===== config.mk =====
export PLATFORM = sky130hd
export DESIGN_NAME = fl_ticket_scheduler_flat
export DESIGN_NICKNAME = d
export VERILOG_FILES = /design/src/rtl/fl_ticket_scheduler_if.sv /design/src/rtl/fl_ticket_scheduler.sv /design/src/flat_wrapper.sv
export SDC_FILE = /design/constraint.sdc
export NUM_CORES = 1
export LEC_CHECK = 0
export CAP_MARGIN = 20
export CORE_ASPECT_RATIO = 0.7
export CORE_MARGIN = 10
export CORE_UTILIZATION = 47
export CTS_CLUSTER_DIAMETER = 60
export DETAILED_ROUTE_END_ITERATION = 8
export PLACE_DENSITY = 0.64
export SYNTH_ARGS = -nofsm -noshare
export SYNTH_HDL_FRONTEND = slang
export SYNTH_SLANG_ARGS = --single-unit

===== constraint.sdc =====
create_clock -name clk_i -period 7.9 [get_ports clk_i]
set_clock_uncertainty 0.05 [all_clocks]
set_input_delay 1.58 -clock clk_i [delete_from_list [all_inputs] [get_ports clk_i]]
set_output_delay 1.58 -clock clk_i [all_outputs]
set_load 0.01 [all_outputs]

===== src/rtl/fl_ticket_scheduler_if.sv =====
// fl_ticket_scheduler_if: ticket issue and ticket reclaim handshakes between the
// scheduler (master) and the FL ticket splitter (slave).
interface fl_ticket_scheduler_if #(
    parameter int OUTPUT_COUNT = 2,
    parameter int TICKET_WIDTH = 4
);
    logic [TICKET_WIDTH-1:0]              ticket;
    logic                                 ticket_vld;
    logic                                 ticket_rq;
    logic [OUTPUT_COUNT*TICKET_WIDTH-1:0] ret_data;
    logic [OUTPUT_COUNT-1:0]              ret_vld;
    logic [OUTPUT_COUNT-1:0]              ret_rq;
    modport master (output ticket, ticket_vld, ret_rq, input ticket_rq, ret_data, ret_vld);
    modport slave  (input ticket, ticket_vld, ret_rq, output ticket_rq, ret_data, ret_vld);
endinterface


===== src/rtl/fl_ticket_scheduler.sv =====
// fl_ticket_scheduler: owns the splitter's ticket pool, issuing free IDs in FIFO order
// and reclaiming returned IDs from the output ports with round-robin arbitration.
module fl_ticket_scheduler #(
    parameter int OUTPUT_COUNT = 2,
    parameter int TICKET_WIDTH = 4,
    parameter int TICKET_COUNT = 16
) (
    input  logic                    clk_i,
    input  logic                    rst_ni,
    input  logic                    en_i,
    fl_ticket_scheduler_if.master   bus,
    output logic [TICKET_WIDTH:0]   in_flight_o,
    output logic                    err_o
);
    localparam int OC = OUTPUT_COUNT;
    localparam int TW = TICKET_WIDTH;
    localparam int PW = OC > 1 ? $clog2(OC) : 1;
    localparam logic [TW:0] TC = (TW+1)'(TICKET_COUNT);

    typedef enum logic {INIT, RUN} state_e;

    state_e          state_q, state_d;
    logic [TW-1:0]   pool_q [2**TW];
    logic [TW-1:0]   head_q, head_d, tail_q, tail_d, wdata;
    logic [TW:0]     count_q, count_d, in_flight_q, in_flight_d;
    logic [PW-1:0]   gptr_q, gptr_d, grant;
    logic            err_q, err_d, run, full, has_grant, issue, reclaim, we;

    // Descending scan so the first valid port at or after the grant pointer wins
    always_comb begin
        has_grant = 1'b0;
        grant = gptr_q;
        for (int j = OC - 1; j >= 0; j--) begin
            if (bus.ret_vld[(int'(gptr_q) + j) % OC]) begin
                has_grant = 1'b1;
                grant = PW'((int'(gptr_q) + j) % OC);
            end
        end
    end

    always_comb begin
        run = state_q == RUN;
        full = count_q == TC;
        bus.ticket_vld = run && en_i && count_q != '0;
        bus.ticket = bus.ticket_vld ? pool_q[head_q] : '0;
        bus.ret_rq = (run && !full && has_grant) ? OC'(1) << grant : '0;
        issue = bus.ticket_vld && bus.ticket_rq;
        reclaim = |bus.ret_rq;
        // INIT fills slot k with ID k through the same tail write port used for reclaim
        we = !run || reclaim;
        wdata = run ? bus.ret_data[grant*TW +: TW] : tail_q;
        head_d = head_q + TW'(issue);
        tail_d = tail_q + TW'(we);
        count_d = count_q + (TW+1)'(we) - (TW+1)'(issue);
        in_flight_d = in_flight_q + (TW+1)'(issue) - (TW+1)'(reclaim);
        gptr_d = reclaim ? (grant == PW'(OC - 1) ? '0 : grant + PW'(1)) : gptr_q;
        err_d = err_q || (run && full && |bus.ret_vld);
        state_d = (!run && tail_q == TW'(TICKET_COUNT - 1)) ? RUN : state_q;
    end

    always_ff @(posedge clk_i or negedge rst_ni) begin
        if (!rst_ni) begin
            state_q <= INIT;
            head_q <= '0;
            tail_q <= '0;
            count_q <= '0;
            in_flight_q <= '0;
            gptr_q <= '0;
            err_q <= 1'b0;
        end else begin
            state_q <= state_d;
            head_q <= head_d;
            tail_q <= tail_d;
            count_q <= count_d;
            in_flight_q <= in_flight_d;
            gptr_q <= gptr_d;
            err_q <= err_d;
        end
    end

    always_ff @(posedge clk_i) begin
        if (we) pool_q[tail_q] <= wdata;
    end

    assign in_flight_o = in_flight_q;
    assign err_o = err_q;
endmodule


===== src/flat_wrapper.sv =====
// flat-port wrapper written by rule: the top's interface ports become plain ports
module fl_ticket_scheduler_flat 
#(
    parameter int OUTPUT_COUNT = 2,
    parameter int TICKET_WIDTH = 4,
    parameter int TICKET_COUNT = 16
)
  (clk_i, rst_ni, en_i, in_flight_o, err_o, bus_ticket, bus_ticket_vld, bus_ret_rq, bus_ticket_rq, bus_ret_data, bus_ret_vld);
  fl_ticket_scheduler_if #(.OUTPUT_COUNT(OUTPUT_COUNT), .TICKET_WIDTH(TICKET_WIDTH)) bus_i ();
  input  logic clk_i;
  input  logic rst_ni;
  input  logic en_i;
  output logic [TICKET_WIDTH:0] in_flight_o;
  output logic err_o;
  output wire logic [$bits(bus_i.ticket)-1:0] bus_ticket;
  output wire logic [$bits(bus_i.ticket_vld)-1:0] bus_ticket_vld;
  output wire logic [$bits(bus_i.ret_rq)-1:0] bus_ret_rq;
  input wire logic [$bits(bus_i.ticket_rq)-1:0] bus_ticket_rq;
  input wire logic [$bits(bus_i.ret_data)-1:0] bus_ret_data;
  input wire logic [$bits(bus_i.ret_vld)-1:0] bus_ret_vld;
  assign bus_ticket = bus_i.ticket;
  assign bus_ticket_vld = bus_i.ticket_vld;
  assign bus_ret_rq = bus_i.ret_rq;
  assign bus_i.ticket_rq = bus_ticket_rq;
  assign bus_i.ret_data = bus_ret_data;
  assign bus_i.ret_vld = bus_ret_vld;
  fl_ticket_scheduler #(.OUTPUT_COUNT(OUTPUT_COUNT), .TICKET_WIDTH(TICKET_WIDTH), .TICKET_COUNT(TICKET_COUNT)) u_core (.clk_i(clk_i), .rst_ni(rst_ni), .en_i(en_i), .bus(bus_i), .in_flight_o(in_flight_o), .err_o(err_o));
endmodule

# After elaboration in Yosys (flattened, before gate mapping)
# Memory sizes are Yosys's and may differ from the RTL's.
# Index checks and enable logic that the tools add are counted.
[word_totals]
ff_bits = 21
mem_bits_rw = 64
memories = 1
output_inout_bits = 13
input_bits = 14
[classes]
order_cmp = 2
n_shift = 2
n_bitwise = 1
eq_ne = 2
add_sub_neg = 8
n_mux = 15
reduce_logical = 15
[memory_table]
columns = ["name", "depth", "word_bits", "rd", "rd_clocked_by_memory_dff", "wr", "line", "source"]
rows = [
  ["u_core.pool_q", 16, 4, 1, 0, 1, "fl_ticket_scheduler.sv:23", "logic [TW-1:0] pool_q [2**TW];"],
]
[ops]
columns = ["op", "n"]
rows = [
  ["2-to-1 mux 1 bit", 12],
  ["adder 5 x 1 -> 5 bit", 2],
  ["subtractor 5 x 1 -> 5 bit", 2],
  ["adder 4 x 1 -> 4 bit", 2],
  ["logical AND 1 bit", 8],
  ["2-to-1 mux 4 bit", 2],
  ["indexed part select 8 x 4 -> 4 bit", 1],
  ["equality test 5 bit, second input constant", 1],
  ["nonzero test 5 bit", 1],
  ["equality test 4 bit, second input constant", 1],
  ["OR reduction 2 bit", 2],
  ["less-than comparator 2 x 3 -> 1 bit, second input constant", 1],
  ["adder 1 bit, second input constant", 2],
  ["zero test 1 bit", 2],
  ["logical OR 1 bit", 2],
  ["less-than comparator 1 x 2 -> 1 bit, second input constant", 1],
  ["2-to-1 mux 2 bit", 1],
  ["left shift 1 x 1 -> 2 bit, first input constant", 1],
  ["bitwise AND 1 bit, first input constant", 1],
]

# Depth between registers and ports, before layout
# Gate-level depths: netlist of the first run.
[logic_depth]
ltp_word = 13
mapped_depth = 14

# Least setup slack after synthesis of the first run
# No wires, ideal clock.
[synth_path]
path_kind = "input -> output"
startpoint = "in bus_ret_vld[0]"
endpoint = "out bus_ret_rq[1]"
path_slack_ns = 4.115
arrival_ns = 2.155
path_buffers = 0
stages = 3
cell_sequence = "o21ai_0 > nor2_1 > and2_1"
[synth_via]
elab_chain_cells = 7
word_cells_on_any_way = 12
cone_classes = "1 x shift; 10 x mux; 1 x reduce/logical"
[synth_lines]
columns = ["element", "line", "source"]
rows = [
  ["start: declaration", "flat_wrapper.sv:20", "input wire logic [$bits(bus_i.ret_vld)-1:0] bus_ret_vld;"],
  ["2-to-1 mux 1 bit (implied by the code) (3 in series)", "fl_ticket_scheduler.sv:34", "if (bus.ret_vld[(int'(gptr_q) + j) % OC]) begin"],
  ["2-to-1 mux 1 bit (2 in series)", "fl_ticket_scheduler.sv:34", ""],
  ["left shift 1 x 1 -> 2 bit / logical AND 1 bit (equally long branches)", "fl_ticket_scheduler.sv:46", "bus.ret_rq = (run && !full && has_grant) ? OC'(1) << grant : '0;"],
  ["2-to-1 mux 2 bit *", "fl_ticket_scheduler.sv:46", ""],
  ["end: declaration", "flat_wrapper.sv:17", "output wire logic [$bits(bus_i.ret_rq)-1:0] bus_ret_rq;"],
]
# Every way passes the cells marked *; elsewhere a longest branch is shown, timed or not. The select of a mux whose other input is x is not followed.

# Final worst setup path of the first run
[layout_path]
startpoint = "in bus_ret_vld[1]"
endpoint = "out bus_ret_rq[1]"
# Same word-level chain as after synthesis.

==> qor.csv, run 1 <==
metric,value,unit
cp_data_required_time,6.27,ns
syn_avg_cell_area,16.3,um^2
wl_met2,3.36,mm
critPathMostFrequentCell,clkdlybuf4s50_1,
critical_path_class,in -> out,
synthTopCellsByArea,"edfxtp_1 (50%), dfrtp_1 (14%), mux4_1 (8.3%)",
fin_crit,4.85,ns
slew_viol_final,0,
cts_tree,done,
drive_gt1_share,9.96,%
n_fill_cell,611,
final_common_cell,edfxtp_1,
cts.sinks,85,
wl,7.04,mm
comb_power_share,32.6,%
status,completed,
crit_arrival,3.22,ns
cp_slowest_cell,clkdlybuf4s50_1,
htreeDepth,3,
cp_cell_sequence,"clkdlybuf4s50_1, nor2_1, o21ai_2, and2_1, clkdlybuf4s50_1",
gr-total-overflow,0,
endpoint_kind,primary output,
dr_wl_met3,350,um
mostFrequentLayoutCells,"edfxtp_1 (64), clkdlybuf4s50_1 (26), dfrtp_1 (21), nor2_1 (19), inv_1 (16)",
switching_share,32.0,%
powerDensity,377,nW/um^2
core-area,7870,um^2
drtIter0Drc,88,
drc,0,
placementRows,27,
num_vias,2011,
vias_per_cell,5.41,
start_util,48.5,%
worst_slew_pin_slew,0.989,ns
p_leak,0.00166,uW
die_w,128,um
setup_tns,0,ns
netSwitchingPower,536,uW
synth_seq_cells,85,
gp_congestion,0.716,
crit_path_max_incr_delay,0.55,ns
power_frac_seq,43.7,%
synth_top_area_share,50.3,%
hold_violations,0,
final_util,56.5,%
root_buffer,clkbuf_16,
cp_max_fo,6,
drv_cap,0,
setup_viol,0,
ys_types,35,
drt-wirelength-per-cell,18.9,um
clk_latency,0.33,ns
grt_max_degree,22,
syn_to_final_growth,16.4,%
peakVddDrop,0.212,mV
wl_met1,3.21,mm
dpl_cell_area,4140,um^2
antenna_cells,0,
io_buffer_count,26,
grt_pass1_wl,11.2,mm
clk_pin_slew,0.06,ns
final_area,4450,um^2
worst_setup_path_start_kind,primary input,
seq_area_frac_synth,64.1,%
clk_path_buf_depth,2,
synth_cells,235,
die_height,95.4,um
dieArea,12200,um^2
relSlewSlack,34.1,%
antenna_found_initial,0,
ctsHoldBuffers,0,
hold_path_class,reg -> reg,
holdWs,0.423,ns
synth_top_flop_cell,edfxtp_1,
dpl.hpwl,5.01,mm
grt.total_usage,12.5,%
first_pass_iters,6,
fin_nets,297,
cts_resized,0,
numCtsBuffers,9,
fmax,206,MHz
ys_async_sr_fraction,24.7,%
rsz0062_at_grt,no,
synth_edf_count,64,
yosysWarnings,0,
fin_crit_sh,61.4,%
yosys.area.top_type,edfxtp_1,
clockPowerShare,23.7,%
grt_pass1_vias,2002,
synth_nets,266,
netlist_area,3820,um^2
p_int,1140,uW
dr.max_layer_used,met4,
pin_count,27,
post_cts_buffers,0,
antenna_left,0,
[critical path: cells and delay by family]
kind,cells,cell delay (ns)
and+or+nand+nor,2,0.28
buffers and inverters,2,1.06
AOI/OAI and AO/OA,1,0.30
[per-stage QoR]
step	total power [uW]	cells	setup WS [ns]
6_report	1680	372	3.05
3_3_place_gp	1280	352	3.08
4_1_cts	1700	369	3.04
2_1_floorplan	1120	235	4.11
3_5_place_dp	1300	353	3.04
5_1_grt	1790	372	2.97
[final cells by class]
cell class                      count  area (um^2)  area share, %
Timing Repair Buffer               30          290           6.53
Inverter                           16         60.1           1.35
Clock buffer                       11          233           5.23
Multi-Input combinational cell    124         1240           27.9
Clock inverter                      5         51.3           1.15
Tap cell                          101          126           2.84
Sequential cell                    85         2450           55.0
[cells in the mapped netlist (2+ instances only)]
| library cell | n |
|---|---|
| a21oi_1 | 8 |
| o21ai_2 | 2 |
| nand2b_1 | 4 |
| nand3_1 | 4 |
| mux4_1 | 12 |
| dfrtp_1 | 21 |
| buf_6 | 2 |
| a211oi_2 | 2 |
| xnor2_1 | 8 |
| fa_1 | 2 |
| xor2_1 | 4 |
| nor3_1 | 7 |
| nor2b_1 | 3 |
| nor2_1 | 19 |
| mux4_2 | 4 |
| ha_1 | 15 |
| inv_1 | 16 |
| clkbuf_1 | 5 |
| edfxtp_1 | 64 |
| a21o_1 | 3 |
| nand2_1 | 2 |
| and2_1 | 2 |
| mux2i_1 | 8 |
| a211oi_1 | 6 |
| nand3b_1 | 2 |
[state kept, by name, indices dropped and copies added (netlist names)]
signal,count
u_core.run,1
u_core.err_o,1
u_core.head_q,4
u_core.tail_q,4
u_core.in_flight_o,5
u_core.count_q,5
u_core.gptr_q,1
u_core.pool_q,64
[power groups by stage]
stage | clock network [uW] | logic [uW] | registers [uW]
2_1_floorplan | 0 | 468 | 655
3_3_place_gp | 0 | 540 | 738
3_5_place_dp | 0 | 552 | 745
4_1_cts | 408 | 555 | 737
5_1_grt | 423 | 618 | 751
6_report | 397 | 547 | 732
[cell families after synthesis]
kind of cell,count (synthesis),share of synthesized area (%)
compound gates,24,4.52
fa+ha+maj,17,5.96
mux,24,12.7
simple gates,47,6.49
flops,85,64.1
buf+inv,26,3.50
xor+xnor,12,2.75
[worst paths after layout]
check | to | from | slack, ns | depth (start not counted)
min in group asynchronous | u_core.tail_q[1] | rst_ni | 1.73 | 1
worst max-delay path | bus_ret_rq[1] | bus_ret_vld[1] | 3.05 | 5
worst min register to register | u_core.err_o | u_core.err_o | 0.42 | 1
worst max register to register | u_core.count_q[4] | u_core.count_q[2] | 4.79 | 14
worst min-delay path | u_core.err_o | u_core.err_o | 0.42 | 1
max in group asynchronous | u_core.count_q[2] | rst_ni | 5.49 | 1
[layer usage]
metal | vias up | track usage (%)
met5 | - | 0
met4 | 0 | 5.05
li1 | 957 | -
met3 | 13 | 4.21
met2 | 40 | 19.7
met1 | 1001 | 15.6
Note: power is estimated with default switching activity, not from simulation.
==> inputs of run 2 (changes only) <==
Clock period 7.9 ns to 4.85 ns, I/O delays scaled along.
==> run 2 against run 1 <==
  * Setup slack got worse by 1.9 ns
  * Cell area is 1.2% higher
  * Core utilization increased by 0.70 points
  * Total power grew 65%
  * Highest routed layer unchanged
  * Largest cell class unchanged
  * First-iteration DRC count grew 88%
  * Largest power group unchanged
==> qor.csv, run 2 (same netlist as run 1, synthesis figures left out) <==
metric,value,unit,change
status,completed,,
final_common_cell,edfxtp_1,,
start_util,48.5,%,unchanged
vias_per_cell,5.43,,+0.53%
drc,0,,unchanged
fin_crit_sh,77.3,%,
hold_path_class,reg -> reg,,
setup_tns,0,ns,unchanged
critical_path_class,reg -> out,,
ctsHoldBuffers,0,,unchanged
antenna_cells,0,,unchanged
core-area,7870,um^2,unchanged
placementRows,27,,unchanged
endpoint_kind,primary output,,
fmax,267,MHz,
grt_max_degree,22,,unchanged
cts.sinks,85,,unchanged
dieArea,12200,um^2,unchanged
ff2ff_setup_slack,1.74,ns,-3.05 ns
dpl.hpwl,4.94,mm,-1.3%
post_cts_buffers,0,,unchanged
clk_latency,0.33,ns,about the same
worst_setup_path_start_kind,flop,,
grt_pass1_vias,2024,,+1.1%
syn_to_final_growth,17.9,%,
drv_cap,0,,unchanged
antenna_found_initial,0,,unchanged
io_buffer_count,26,,unchanged
clk_pin_slew,0.06,ns,about the same
seq_area,2450,um^2,unchanged
first_pass_iters,4,,-2
grt.total_usage,12.6,%,+0.19 points
drive_gt1_share,11.7,%,+1.7 points
worst_slew_pin_slew,0.778,ns,-0.211 ns
gr-total-overflow,0,,unchanged
hold_violations,0,,unchanged
grt_pass1_wl,11.5,mm,+2.4%
antenna_left,0,,unchanged
powerDensity,616,nW/um^2,+63%
clk_path_buf_depth,2,,unchanged
mostFrequentLayoutCells,"edfxtp_1 (64), clkdlybuf4s50_1 (26), dfrtp_1 (21), nor2_1 (19), inv_1 (16)",,
htreeDepth,3,,unchanged
dpl.cell_count,355,,+0.57%
cts_resized,0,,unchanged
drt-wirelength-per-cell,19.2,um,+1.3%
num_vias,2038,,+1.3%
rsz0062_at_grt,no,,
crit_arrival,2.73,ns,-0.49 ns
stdcell_count,375,,+0.81%
p_leak,0.00168,uW,+1.3%
wl,7.18,mm,+2.1%
fin_nets,300,,+1.0%
numCtsBuffers,9,,unchanged
drtIter0Drc,165,,+88%
largest_register,u_core.pool_q,,
cp_max_fo,13,,+7
cp_data_required_time,3.83,ns,-2.44 ns
slew_viol_final,0,,unchanged
fin_crit,3.75,ns,
die_height,95.4,um,unchanged
pin_count,27,,unchanged
die_w,128,um,unchanged
gp_congestion,0.744,,+4.0%
holdWs,0.458,ns,+0.0353 ns
cts_tree,done,,
n_fill_cell,617,,+0.98%
peakVddDrop,0.273,mV,+28%
root_buffer,clkbuf_16,,
multi_input_area,1240,um^2,unchanged
setup_viol,0,,unchanged
largest_register_ffs,64,,unchanged
relSlewSlack,48.1,%,+14 points
[run 2: area by class of cell]
type                       count  share of cell area [%]
clock inverter                 6                    1.56
timing repair buffer          33                    7.34
clock buffer                  10                    5.09
inverter                      16                    1.33
sequential                    85                    54.4
tap                          101                    2.81
multi-input combinational    124                    27.5
[run 2: worst paths after layout]
path | from | to | cells after the start
setup reg to reg | u_core.count_q[3] | u_core.count_q[4] | 14
hold reg to reg | u_core.err_o | u_core.err_o | 1
min in group asynchronous | rst_ni | u_core.count_q[3] | 1
setup / recovery | u_core.head_q[0] | bus_ticket[0] | 6
hold / removal | u_core.err_o | u_core.err_o | 1
max in group asynchronous | rst_ni | u_core.in_flight_o[0] | 2
[run 2: through the flow]
| stage | cell area, um^2 | total power [uW] | worst slack, ns | utilization, % |
|---|---|---|---|---|
| floorplan | 3820 | 1830 | 2.02 | - |
| global placement | 4160 | 2080 | 1.27 | 52.8 |
| detailed placement | 4160 | 2110 | 1.21 | 52.8 |
| CTS | 4450 | 2800 | 1.05 | 56.6 |
| global route | 4500 | 2960 | 0.965 | 57.2 |
| finish | 4500 | 2770 | 1.10 | 57.2 |
[run 2: where the power goes]
| part | switching [uW] | leakage [uW] | total (uW) | internal [uW] |
|---|---|---|---|---|
| Combinational | 441 | 0.000725 | 932 | 491 |
| Clock | 275 | 0.000136 | 677 | 402 |
| Sequential | 182 | 0.000822 | 1160 | 981 |
| Total | 898 | 0.00168 | 2770 | 1870 |
[run 2: worst max-delay path, cell delays in order (launching register included)]
cell,delay (ns)
dfrtp_1,0.50
buf_4,0.31
mux4_2,0.52
nor2b_1,0.15
a211oi_1,0.30
a211oi_1,0.10
clkdlybuf4s50_1,0.51
[run 2: per-layer routing]
layer	global-route usage, %	part of all wire, %
met5	0	0
met4	4.77	1.1
met3	3.88	3.9
met2	19.4	48
met1	16.6	47
